### src/rtl/fifo_wr_arbiter_if.sv
// Write-side bundle shared by the four requesters, the arbiter and the FIFO write pins.
// Handshake: a beat moves at a rising edge where req[i] && ack[i]; ack never looks at req.
interface fifo_wr_arbiter_if #(
    parameter int DW = 8,
    parameter int CW = 8
);
    logic [3:0]      req;
    logic [4*DW-1:0] din;
    logic [3:0]      ack;
    logic [1:0]      gnt_id;
    logic            busy;
    logic [CW-1:0]   fifo_counter;
    logic            fifo_wr_en;
    logic [DW-1:0]   fifo_din;

    modport master (
        output req, din, fifo_counter,
        input  ack, gnt_id, busy, fifo_wr_en, fifo_din
    );

    modport slave (
        input  req, din, fifo_counter,
        output ack, gnt_id, busy, fifo_wr_en, fifo_din
    );
endinterface

### src/rtl/fifo_wr_arbiter.sv
// Round-robin arbiter sharing the write port of a 64-entry FIFO among four requesters.
// Define FIFO_ARB_BURST_EN to let a winner keep the port for up to BURST_LEN beats.
module fifo_wr_arbiter #(
    parameter int DW        = 8,
    parameter int DEPTH     = 64,
    parameter int CW        = 8,
    parameter int BURST_LEN = 4
) (
    input  logic             clk,
    input  logic             rst,
    fifo_wr_arbiter_if.slave bus,
    output logic             dbg_state_o,
    output logic [1:0]       dbg_rr_ptr_o,
    output logic [3:0]       dbg_beat_cnt_o
);
    typedef enum logic {IDLE = 1'b0, GRANT = 1'b1} state_t;

`ifdef FIFO_ARB_BURST_EN
    localparam bit BURST_ON = 1'b1;
`else
    localparam bit BURST_ON = 1'b0;
`endif
    localparam logic [3:0] LIMIT   = BURST_ON ? 4'(BURST_LEN) : 4'd1;
    localparam logic [CW:0] DEPTH_W = DEPTH[CW:0];

    state_t        state_q;
    logic [1:0]    rr_ptr_q;
    logic [1:0]    gnt_q;
    logic [3:0]    beat_cnt_q;
    logic          wr_en_q;
    logic [DW-1:0] din_q;

    logic [CW:0]   occ;
    logic          space;
    logic          accept;
    logic          grant_end;
    logic [3:0]    beat_cnt_d;
    logic [DW-1:0] beat;
    logic [2:0]    pick_idle;
    logic [2:0]    pick_next;
    logic [3:0]    ack;

    // Returns {found, index}; scanning downward leaves the lowest offset from start as winner.
    function automatic logic [2:0] rr_pick(input logic [3:0] r, input logic [1:0] start);
        logic [2:0] res;
        logic [1:0] idx;
        res = 3'b000;
        for (int k = 3; k >= 0; k--) begin
            idx = start + 2'(k);
            if (r[idx]) res = {1'b1, idx};
        end
        return res;
    endfunction

    // The registered strobe is a write the FIFO counter has not seen yet.
    assign occ   = {1'b0, bus.fifo_counter} + {{CW{1'b0}}, wr_en_q};
    assign space = occ < DEPTH_W;

    always_comb begin
        beat       = bus.din[gnt_q*DW +: DW];
        accept     = (state_q == GRANT) && bus.req[gnt_q] && space;
        beat_cnt_d = beat_cnt_q + 4'd1;
        grant_end  = (state_q == GRANT) &&
                     (!bus.req[gnt_q] || (accept && (beat_cnt_d == LIMIT)));
        pick_idle  = rr_pick(bus.req, rr_ptr_q);
        pick_next  = rr_pick(bus.req, gnt_q + 2'd1);
        ack        = 4'b0000;
        if ((state_q == GRANT) && space) ack[gnt_q] = 1'b1;
    end

    always_ff @(posedge clk or posedge rst) begin
        if (rst) begin
            state_q    <= IDLE;
            rr_ptr_q   <= 2'd0;
            gnt_q      <= 2'd0;
            beat_cnt_q <= 4'd0;
            wr_en_q    <= 1'b0;
            din_q      <= '0;
        end else begin
            wr_en_q <= 1'b0;
            case (state_q)
                IDLE: begin
                    if (pick_idle[2]) begin
                        state_q    <= GRANT;
                        gnt_q      <= pick_idle[1:0];
                        beat_cnt_q <= 4'd0;
                    end
                end
                GRANT: begin
                    if (accept) begin
                        wr_en_q    <= 1'b1;
                        din_q      <= beat;
                        beat_cnt_q <= beat_cnt_d;
                    end
                    // Handover re-arbitrates in the same edge so the port never idles.
                    if (grant_end) begin
                        rr_ptr_q   <= gnt_q + 2'd1;
                        beat_cnt_q <= 4'd0;
                        if (pick_next[2]) gnt_q   <= pick_next[1:0];
                        else              state_q <= IDLE;
                    end
                end
                default: state_q <= IDLE;
            endcase
        end
    end

    assign bus.ack        = ack;
    assign bus.gnt_id     = gnt_q;
    assign bus.busy       = (state_q == GRANT);
    assign bus.fifo_wr_en = wr_en_q;
    assign bus.fifo_din   = din_q;

    assign dbg_state_o    = (state_q == GRANT);
    assign dbg_rr_ptr_o   = rr_ptr_q;
    assign dbg_beat_cnt_o = beat_cnt_q;
endmodule
### src/flat_wrapper.sv
// flat-port wrapper written by rule: the top's interface ports become plain ports
module fifo_wr_arbiter_flat 
#(
    parameter int DW        = 8,
    parameter int DEPTH     = 64,
    parameter int CW        = 8,
    parameter int BURST_LEN = 4
)
  (clk, rst, dbg_state_o, dbg_rr_ptr_o, dbg_beat_cnt_o, bus_req, bus_din, bus_fifo_counter, bus_ack, bus_gnt_id, bus_busy, bus_fifo_wr_en, bus_fifo_din);
  fifo_wr_arbiter_if #(.DW(DW), .CW(CW)) bus_i ();
  input  logic clk;
  input  logic rst;
  output logic dbg_state_o;
  output logic [1:0] dbg_rr_ptr_o;
  output logic [3:0] dbg_beat_cnt_o;
  input wire logic [$bits(bus_i.req)-1:0] bus_req;
  input wire logic [$bits(bus_i.din)-1:0] bus_din;
  input wire logic [$bits(bus_i.fifo_counter)-1:0] bus_fifo_counter;
  output wire logic [$bits(bus_i.ack)-1:0] bus_ack;
  output wire logic [$bits(bus_i.gnt_id)-1:0] bus_gnt_id;
  output wire logic [$bits(bus_i.busy)-1:0] bus_busy;
  output wire logic [$bits(bus_i.fifo_wr_en)-1:0] bus_fifo_wr_en;
  output wire logic [$bits(bus_i.fifo_din)-1:0] bus_fifo_din;
  assign bus_i.req = bus_req;
  assign bus_i.din = bus_din;
  assign bus_i.fifo_counter = bus_fifo_counter;
  assign bus_ack = bus_i.ack;
  assign bus_gnt_id = bus_i.gnt_id;
  assign bus_busy = bus_i.busy;
  assign bus_fifo_wr_en = bus_i.fifo_wr_en;
  assign bus_fifo_din = bus_i.fifo_din;
  fifo_wr_arbiter #(.DW(DW), .DEPTH(DEPTH), .CW(CW), .BURST_LEN(BURST_LEN)) u_core (.clk(clk), .rst(rst), .bus(bus_i), .dbg_state_o(dbg_state_o), .dbg_rr_ptr_o(dbg_rr_ptr_o), .dbg_beat_cnt_o(dbg_beat_cnt_o));
endmodule
### config.mk
export PLATFORM = sky130hd
export DESIGN_NAME = fifo_wr_arbiter_flat
export DESIGN_NICKNAME = d
export VERILOG_FILES = /design/src/rtl/fifo_wr_arbiter_if.sv /design/src/rtl/fifo_wr_arbiter.sv /design/src/flat_wrapper.sv
export SDC_FILE = /design/constraint.sdc
export NUM_CORES = 1
export LEC_CHECK = 0
export CAP_MARGIN = 0
export CORE_MARGIN = 3
export CORE_UTILIZATION = 25
export DETAILED_ROUTE_END_ITERATION = 7
export PLACE_DENSITY = 0.63
export SLEW_MARGIN = 20
export SYNTH_ARGS = -nofsm -noshare
export SYNTH_HDL_FRONTEND = slang
export SYNTH_SLANG_ARGS = --single-unit
### constraint.sdc
create_clock -name clk -period 6.4 [get_ports clk]
set_input_delay 1.28 -clock clk [delete_from_list [all_inputs] [get_ports clk]]
set_output_delay 1.28 -clock clk [all_outputs]
set_load 0.02 [all_outputs]
# --- Word level (Yosys, flattened, before mapping) ---
# Index checks and enable logic that the tools add are counted.
word_totals:
  reg_bits: 18
  in_bits: 46
classes:
  addsub: 9
  order_cmp: 11
  eq_ne: 5
  n_shift: 1
  mux: 43
  n_bitwise: 1
  reduce_logical: 12
op_table:
  columns: ["cell", "count"]
  rows:
  - ["32-bit by 6-bit indexed part select with 8-bit output", 1]
  - ["2-bit by 3-bit < comparator with 1-bit output (second input constant)", 9]
  - ["3-bit 2-to-1 mux", 8]
  - ["1-bit binary-select mux with 2-bit select", 9]
  - ["4-bit 2-to-1 mux", 4]
  - ["1-bit 2-to-1 mux", 15]
  - ["8-bit by 1-bit adder with 9-bit output", 1]
  - ["9-bit by 7-bit < comparator with 1-bit output (second input constant)", 1]
  - ["2-bit adder (second input constant)", 4]
  - ["4-bit one-hot mux with 2 select lines", 1]
  - ["2-bit by 1-bit adder with 2-bit output (second input constant)", 3]
  - ["1-bit logical AND", 6]
  - ["2-bit 2-to-1 mux", 3]
  - ["2-bit AND reduction", 3]
  - ["4-bit by 1-bit adder with 4-bit output (second input constant)", 1]
  - ["4-bit by 1-bit == test with 1-bit output (second input constant)", 1]
  - ["2-bit != test (second input constant)", 2]
  - ["2-bit one-hot mux with 2 select lines", 1]
  - ["3-bit != test (second input constant)", 1]
  - ["3-bit AND reduction", 1]
  - ["1-bit demux with 2-bit select", 1]
  - ["2-bit by 1-bit greater-or-equal comparator with 1-bit output (second input constant)", 1]
  - ["2-bit by 1-bit != test with 1-bit output (second input constant)", 1]
  - ["1-bit one-hot mux with 2 select lines", 1]
  - ["other kinds (3)", 3]

# --- Logic depth before layout (Yosys ltp) ---
logic_depth:
  depth_word: 11
  depth_mapped: 9
  ltp_nobuf: 7

# --- Worst setup path after synthesis ---
# Ideal clock, no wire load.
synth_timing:
  path_kind: "input-to-output"
  startpoint: "input bus_fifo_counter[1]"
  endpoint: "output bus_ack[0]"
  arrival_ps: 2016
  required_ps: 5120
  setup_slack_ps: 3104
  stages: 4
  cell_sequence: "nand4_1 -> o211a_1 -> buf_4 -> and2_1"
synth_between:
  elab_chain_cells: 4
synth_rtl:
  columns: ["item", "line_no", "rtl"]
  rows:
  - ["start, declared", "flat_wrapper.sv:18", "input wire logic [$bits(bus_i.fifo_counter)-1:0] bus_fifo_counter;"]
  - ["8-bit by 1-bit adder with 9-bit output", "fifo_wr_arbiter.sv:56", "assign occ = {1'b0, bus.fifo_counter} + {{CW{1'b0}}, wr_en_q};"]
  - ["9-bit by 7-bit < comparator with 1-bit output", "fifo_wr_arbiter.sv:57", "assign space = occ < DEPTH_W;"]
  - ["1-bit logical AND", "fifo_wr_arbiter.sv:68", "if ((state_q == GRANT) && space) ack[gnt_q] = 1'b1;"]
  - ["4-bit 2-to-1 mux", "fifo_wr_arbiter.sv:68", null]
  - ["end, declared", "flat_wrapper.sv:19", "output wire logic [$bits(bus_i.ack)-1:0] bus_ack;"]
# Every way passes these cells.

# --- Final worst setup path ---
layout_timing:
  startpoint: "input bus_fifo_counter[1]"
  endpoint: "output bus_ack[1]"
# Same word-level chain as after synthesis.

==> summary by stage <==
GRT
The first-pass GRT wire length is approximately 5800 um. The number of global-route vias before repair is between 1k and 1.5k. The total global routing overflow is 0. Across every metal layer, demand over resource in global routing totals between 10 and 15%. The pin count of the biggest net entering global routing is 23. The initial antenna violation count is 0.

Synth
The count of state elements after synthesis is 18. The top cell type by area accounts for between 30% and 40% of the synthesized area. After synthesis, the cell types taking the most area are dfrtp_1, mux4_2, mux2_2.

After synthesis the cells add up to between 1000 and 1500 um2. The synthesized instance count is around 140. The cell type with the largest total area after synthesis is dfrtp_1.

The Yosys step of the flow raised 0 warnings. The mean cell area of the mapped netlist is approximately 11 um2. For this run, the register share of the synthesized area comes to a little under a third. The number of distinct library cell variants in the gate-level netlist after synthesis is 43. Counting every net in the synthesized netlist gives 188.

Critical path
The end of the worst register-to-register path is u_core.bus.gnt_id[1]$_DFFE_PP0P_. The data required time at the worst endpoint is around 5.1 ns. STA classifies the critical path endpoint as an output port. The reg-to-reg setup timing slack is 4.13 ns. The cell depth of the worst flop-to-flop path is 7. The maximum fanout along the worst path is 13. The launch point of the critical path is bus_fifo_counter[1]. The kind of launch point of the worst setup path is an input pin.

The startpoint identified for the worst register-to-register timing path is u_core.bus.gnt_id[1]$_DFFE_PP0P_. The category of the critical setup timing path is input pin to output port. The arrival time of data at the critical path endpoint is around 3 ns.

CTS
The clock-pin slew on the worst setup and hold paths is about 0.070 ns. In this run the post-CTS setup repair buffer count came out at 0. Hold repair after CTS inserted 0 buffers.

The CTS tree is yes. The quantity of gates resized following cts is 0. The cell sitting at the root of the clock tree is a clkbuf_8. The level count of the clock H-tree is 1. The clock buffer count from CTS is 3. The deepest clock path buffer count is 2. The insertion delay of the later-clocked pin in the worst-skew pair is 0.25 ns. The CTS sink count is 18.

Drt
The detailed-router iteration count before antenna repair is 4. For this run, design rule violations remaining after detail routing come to 0. The detailed-route wire length is roughly 3800 um. Dividing the detail-routed via count by the number of cells gives 4.78.

Dividing the detail-routed wire length by the instance count gives about 14 um. After the first detailed-routing iteration, the DRC count stood at 46. The number of routed nets with antenna violations is 0. The count of vias placed by the detailed router is ~1.3k.

Placement
The final estimated routing congestion in global placement is ~0.79. The count of input and output buffers is between 60 and 70. The worst-case setup slack after placement is between 2 and 2.5 ns. Detailed placement finished with a half-perimeter wire length of 3000 um.

Pwr
The areal power density over the cells is between 300 and 400 nW/um2. The worst supply voltage drop on vdd is around 0.12 mV. Summed over all cells, the static leakage comes to approximately 0.88 nW.

Hold path
Along the worst hold path, the cell count comes to 1. The beginning of the worst hold path is u_core.bus.fifo_din[5]$_DFFE_PP0P_. The worst min-delay path class is flop to flop. The worst hold endpoint is u_core.bus.fifo_din[5]$_DFFE_PP0P_.

Status
The run finished with clean final reports.

Cells and area
The final cell utilization of the core is between 40% and 50%. The most frequent standard cell in the layout excluding fill and tap cells is clkdlybuf4s50_1. Relative to the synthesized area, the layout overhead comes to 53.2%.

The layout net count is about 250. In the layout the commonest cells are clkdlybuf4s50_1, dfrtp_1, inv_1, mux4_2, mux2_2. The repair_antennas step left the layout with diodes totalling 0. In the final layout, the share of cells above drive strength 1 is between 10% and 20%.

Flow run
The tool flagged a number of max-cap violations equal to 0.

Floorplanning
The region available for standard cell placement spans around 5300 um2. The starting density of the core is around 27%. During I/O placement, the number of pins put on the boundary was between 60 and 70.

The site row count is 26. The die is 81.7 um wide. In this run the vertical extent of the chip is ~82 um. The die outline area is about 6700 um2.

Timing
The clock period minus worst slack is around 4.2 ns. The worst setup skew after layout is 0.00273 ns. The normalized max-slew margin is a little over half.

The number of endpoints with negative hold slack in the final report is 0. Adding up every negative setup slack in the final design gives 0 ns. Based on the critical path, the design can be clocked at up to 235 MHz. The transition time of the tightest slew-check pin is around 0.71 ns. The worst path meets setup with ~2.2 ns of slack. The share of the clock period used by the worst path after layout is roughly two thirds. Setup repair after global routing left no endpoint under its margin. The final count of pins violating max slew came to 0. The number of setup violations in the final report is 0.
final cells by class:
type	instances	area, um2
fill	534	3140
sequential	18	450
multi-input combinational	96	868
inverter	12	45.0
tap	70	87.6
clock buffer	4	55.1
timing repair buffer	69	688
report_power, final:
| group | switching, mW | internal [mW] | total [mW] |
|---|---|---|---|
| Combinational | 0.214 | 0.251 | 0.465 |
| Clock | 0.0380 | 0.0547 | 0.0927 |
| Sequential | 0.0436 | 0.156 | 0.200 |
| Total | 0.296 | 0.461 | 0.757 |
registers in the layout, indices dropped and copies added, names as in the netlist:
signal	count
u_core.dbg_rr_ptr_o	2
u_core.bus.fifo_din	8
u_core.bus.fifo_wr_en	1
u_core.bus.busy	1
u_core.bus.gnt_id	2
u_core.dbg_beat_cnt_o	4
per-stage QoR:
step,power [mW],cell area (um2),hold WS (ns),std cells
final,0.757,2190,0.507,269
after global routing,0.811,2190,0.533,269
after CTS,0.768,2190,0.510,269
after detailed placement,0.672,2140,0.493,265
after global placement,0.670,2140,0.488,265
after floorplan,0.502,1430,0.635,136
cells in the mapped netlist, drive strengths merged:
library cell,count
o21ai,6
or3,2
nor3,1
a31o,2
buf,10
o31a,1
mux2i,4
nor2b,2
mux4,9
a32oi,1
and3,2
o32ai,1
a32o,1
o211a,2
nor2,7
nand2b,2
nand2,9
o211ai,2
o22ai,3
nand3,2
nand4,2
a21oi,7
mux2,9
and2,4
dfrtp,18
a2111oi,1
a211o,1
and3b,1
o311ai,1
a21boi,2
a31oi,1
nor3b,1
o31ai,1
ha,6
inv,12
routing by layer:
layer | vias to the layer above | part of all wire (%) | global-route usage [%]
met1 | 618 | 41 | 15.5
li1 | 625 | - | -
met3 | 4 | 7.2 | 1.97
met5 | - | 0 | 0
met4 | 0 | 1.5 | 4.98
met2 | 38 | 50 | 17.3
cell families (layout without fill, tap and decap cells):
group,after synthesis,after routing,share of synthesized area [%]
AO/OA/AOI/OAI,33,33,18.3
buffers and inverters,22,85,7.95
multiplexers,22,22,24.3
adder cells (fa/ha/maj),6,6,5.24
flip-flops,18,18,31.4
AND/OR/NAND/NOR,35,35,12.8
worst max-delay path by stage:
stage | endpoint | slack, ns | depth (start not counted)
3_3_place_gp | bus_ack[1] | 2.16 | 5
2_1_floorplan | bus_ack[0] | 3.10 | 4
6_report | bus_ack[1] | 2.15 | 5
3_5_place_dp | bus_ack[1] | 2.14 | 5
5_1_grt | bus_ack[0] | 2.03 | 5
4_1_cts | bus_ack[1] | 2.14 | 5
critical path, stage by stage:
cell	delay (ns)
clkdlybuf4s50_1	0.45
nand4_1	0.09
o211a_1	0.39
and2_1	0.23
clkdlybuf4s50_1	0.53
No activity file was read; power rests on OpenSTA's default activity.
